`src/rtl/leaf_pkt_port.sv`:
```
`default_nettype none
// ============================================================================
//  Module   : leaf_pkt_port
//  Purpose  : PE-side port of a network leaf. A registered TX packet is held
//             on resend, and an RX FIFO with a saturating drop counter feeds
//             the PE.
//  Revision : 1.0 - initial release
// ============================================================================
module leaf_pkt_port #(
    parameter int payload_sz = 43,
    parameter int addr_sz    = 5,
    parameter int p_sz       = 49,
    parameter int fifo_depth = 4
) (
    input  logic                  clk,
    input  logic                  reset,
    input  logic [payload_sz-1:0] tx_data,
    input  logic [addr_sz-1:0]    tx_dest,
    input  logic                  tx_valid,
    output logic                  tx_ready,
    output logic [p_sz-1:0]       dout_leaf,
    input  logic                  resend,
    input  logic [p_sz-1:0]       din_leaf,
    output logic [payload_sz-1:0] rx_data,
    output logic                  rx_valid,
    input  logic                  rx_ready,
    output logic [7:0]            drop_cnt
);

    localparam int c_PTR_W = $clog2(fifo_depth);

    // ---------------- TX path ----------------
    logic [p_sz-1:0] dout_q, dout_d;

    assign tx_ready = reset & ~resend;

    always_comb begin
        dout_d = dout_q;
        if (!resend) begin
            dout_d = tx_valid ? {1'b1, tx_dest, tx_data} : '0;
        end
    end

    always_ff @(posedge clk) begin
        if (!reset) begin
            dout_q <= '0;
        end else begin
            dout_q <= dout_d;
        end
    end

    assign dout_leaf = dout_q;

    // ---------------- RX path ----------------
    // Pointers carry one extra wrap bit so full and empty can be told apart.
    logic [c_PTR_W:0]      wr_q, wr_d, rd_q, rd_d;
    logic [7:0]            drop_q, drop_d;
    logic [payload_sz-1:0] mem_q [fifo_depth];

    logic w_empty, w_full, w_in_valid, w_pop, w_push, w_drop;
    logic w_unused_addr;

    assign w_unused_addr = ^din_leaf[p_sz-2:payload_sz];

    assign w_empty    = (wr_q == rd_q);
    assign w_full     = (wr_q[c_PTR_W] != rd_q[c_PTR_W]) &&
                        (wr_q[c_PTR_W-1:0] == rd_q[c_PTR_W-1:0]);
    assign w_in_valid = reset & din_leaf[p_sz-1];
    assign w_pop      = ~w_empty & rx_ready;
    assign w_push     = w_in_valid & (~w_full | w_pop);
    assign w_drop     = w_in_valid & w_full & ~w_pop;

    always_comb begin
        wr_d   = wr_q;
        rd_d   = rd_q;
        drop_d = drop_q;
        if (w_push) begin
            wr_d = wr_q + 1'b1;
        end
        if (w_pop) begin
            rd_d = rd_q + 1'b1;
        end
        if (w_drop && (drop_q != 8'hFF)) begin
            drop_d = drop_q + 8'd1;
        end
    end

    always_ff @(posedge clk) begin
        if (!reset) begin
            wr_q   <= '0;
            rd_q   <= '0;
            drop_q <= '0;
        end else begin
            wr_q   <= wr_d;
            rd_q   <= rd_d;
            drop_q <= drop_d;
        end
    end

    // Storage needs no reset: entries are only visible behind rx_valid.
    always_ff @(posedge clk) begin
        if (w_push) begin
            mem_q[wr_q[c_PTR_W-1:0]] <= din_leaf[payload_sz-1:0];
        end
    end

    assign rx_valid = ~w_empty;
    assign rx_data  = mem_q[rd_q[c_PTR_W-1:0]];
    assign drop_cnt = drop_q;

endmodule
`default_nettype wire

```
`config.mk`:
```
export PLATFORM = sky130hd
export DESIGN_NAME = leaf_pkt_port
export DESIGN_NICKNAME = d
export VERILOG_FILES = /design/src/rtl/leaf_pkt_port.sv
export SDC_FILE = /design/constraint.sdc
export NUM_CORES = 1
export LEC_CHECK = 0
export ABC_AREA = 0
export ABC_CLOCK_PERIOD_IN_PS = 3600
export CAP_MARGIN = 20
export CORE_ASPECT_RATIO = 0.7
export CORE_MARGIN = 8
export CORE_UTILIZATION = 49
export DETAILED_ROUTE_END_ITERATION = 8
export PLACE_DENSITY = 0.79
export SYNTH_ARGS = -nofsm -noshare
export SYNTH_HDL_FRONTEND = slang
export SYNTH_SLANG_ARGS = --single-unit
```
`constraint.sdc`:
```
create_clock -name clk -period 3.6 [get_ports clk]
set_input_delay 0.54 -clock clk [delete_from_list [all_inputs] [get_ports clk]]
set_output_delay 0.54 -clock clk [all_outputs]
set_load 0.05 [all_outputs]
```
==> results.yml <==
clock_network:
  postCtsHoldBufs: 0
  postCtsResizedCells: 0
  clk_pin_slew_ps: 60
  post_cts_buffers: 0
  cts_tree: "built"
  cts-root-buf: "clkbuf_16"
  htreeDepth: 1
  worstSkewPairLatency_ps: 500
  cts_buffer_depth: 3
  cts_buffers: 23
  cts.sinks: 237
run_status:
  status: "complete, no violations"
detailed_routing:
  routed_wl_mm: 19.3
  drt_first_pass_iters: 4
  viasPerCell: 5.41
  drc_errors: 0
  avgRoutedWirePerCell_um: 20.7
  postRouteAntennaNets: 0
  first_iter_violations: 337
  num_vias: 5046
cells_and_area:
  drive_gt1_frac: 0.135
  num_antenna_cells: 0
  syn_to_final_growth_pct: 35.4
  fill_cells: 1117
  stdcell_count: 933
  layout_common_cells: "clkdlybuf4s50_1 (197), edfxtp_1 (172), dfxtp_1 (63)"
  nets: 793
  final_common_cell: "clkdlybuf4s50_1"
  final_core_util: 0.679
floorplan:
  die_area_um2: 22100
  core-area_um2: 17200
  rows: 40
  start_util: 0.501
  ioPinCount: 204
  die_h_um: 127
  die_w_um: 174
synthesis:
  yosysTopAreaCellShare: 0.600
  synth_top_family_by_area: "multiplexers"
  synth_mux_area_frac: 0.117
  yosys.area.top_type: "edfxtp_1"
  netlist_instances: 482
  ys_seq_elements: 237
  synth.avg_cell_area_um2: 17.8
  yosys.area_share.simple: 0.0425
  synth_cell_types: 33
  ys_seq_area_frac: 0.752
  synth-adder-area-share: 0.00873
  synthesis.yosys.warnings: 0
  synth_xor_area_frac: 0.00509
  mappedNetlistNets: 590
  synth_area_leaders: "edfxtp_1 (60%), dfxtp_1 (15%), mux4_2 (11%)"
  synth_area_um2: 8600
  synth-compound-area-share: 0.0577
timing:
  fin_crit_sh: 0.889
  fmax_mhz: 313
  finalSetupViolCount: 0
  max-slew-margin-rel: 0.570
  finClkSkew_ps: 7.80
  rsz0062_at_grt: "false"
  setup-tns-final_ps: 0
  worstMarginPinSlew_ps: 644
  hold_violations: 0
  post-route-min-period_ps: 3200
  timing.hold.ws_ps: 505
  slew_violations: 0
global_route:
  grt_pass1_wl_mm: 30.0
  grt_pass1_vias: 5462
  antenna_found_initial: 0
  grt_util_all_layers: 0.170
  grt_overflow_total: 0
  grt_max_degree: 61
pwr:
  power_density_nw_per_um2: 571
  power_mw: 6.66
  ir_drop_mv: 0.355
  leakage_nw: 3.89
setup_path:
  worstPathRequired_ps: 3060
  reg2reg_slack_ps: 1020
  worstPathArrival_ps: 2660
  critPathKind: "flop to output pin"
  worst_setup_path_end_kind: "output pin"
  cp_max_fo: 27
  cp-start-kind: "flop"
placement:
  routabilityCongestion: 0.757
  port_buffers: 198
  place_inst: 891
  hpwl_mm: 12.8
run:
  cap_viol_max_count: 0
worst_hold_path:
  hold_path.class: "flop to flop"
-- state kept, by name, indices dropped and copies added (netlist names), named ones only --
name / count
mem_q: 172
dout_leaf: 49
drop_cnt: 8
rd_q: 3
wr_q: 3
-- routing by layer --
metal	share of wire	global-route usage
met5	0	0
met4	0.014	0.0291
met3	0.090	0.0628
met2	0.49	0.289
met1	0.40	0.207
-- worst max-delay path: stages (launching register included) --
cell	delay, ps
dfxtp_4	570
buf_12	290
mux4_2	560
clkdlybuf4s50_1	730
-- cell usage after synthesis, drive strengths merged --
cell / number
and4: 1
edfxtp: 172
clkinv: 1
a22oi: 48
dfxtp: 65
nand4: 3
nor3: 1
xor2: 5
buf: 6
and3: 1
a211oi: 1
mux4: 43
o31ai: 3
ha: 6
inv: 6
a21oi: 7
nand2b: 2
o21ai: 3
clkbuf: 24
nor2: 54
o41ai: 1
and2: 3
nand3: 3
or4: 2
nand2: 4
a21o: 2
o211ai: 2
o311ai: 2
mux2i: 4
nor4: 1
or3: 4
nor2b: 1
or4b: 1
-- worst paths after layout --
check / from / cells after the start / endpoint
worst min-delay path: drop_cnt[7]$_SDFFE_PN0P_ / 2 / drop_cnt[7]$_SDFFE_PN0P_
worst min register to register: drop_cnt[7]$_SDFFE_PN0P_ / 2 / drop_cnt[7]$_SDFFE_PN0P_
worst max register to register: wr_q[2]$_SDFFE_PN0P_ / 5 / mem_q[0][33]$_DFFE_PP_
worst max-delay path: flop / 3 / rx_data[21]
-- cell type report --
| class | count | area [um2] | area share |
|---|---|---|---|
| Tap cell | 231 | 289 | 0.0248 |
| Clock inverter | 11 | 105 | 0.00902 |
| Multi-Input combinational cell | 208 | 2000 | 0.171 |
| Inverter | 7 | 26.3 | 0.00226 |
| Sequential cell | 237 | 6470 | 0.555 |
| Clock buffer | 31 | 647 | 0.0555 |
| Timing Repair Buffer | 208 | 2120 | 0.182 |
-- through the flow --
| stage | setup WS, ps | cell area (um2) |
|---|---|---|
| finish | 400 | 11700 |
| global route | 240 | 11700 |
| CTS | 323 | 11700 |
| detailed placement | 615 | 10900 |
| global placement | 648 | 10900 |
| floorplan | 1070 | 8600 |
-- where the power goes --
group	internal, mW	leakage (nW)	switching (mW)
Sequential	3.01	2.09	0.0629
Combinational	0.512	1.42	0.728
Clock	1.40	0.373	0.945
-- cell families after synthesis --
kind of cell	count (synthesis)
XOR/XNOR	5
multiplexers	47
buffers and inverters	37
AND/OR/NAND/NOR	81
adder cells (fa/ha/maj)	6
AO/OA/AOI/OAI	69
flip-flops	237
Note: power is estimated with default switching activity, not from simulation.
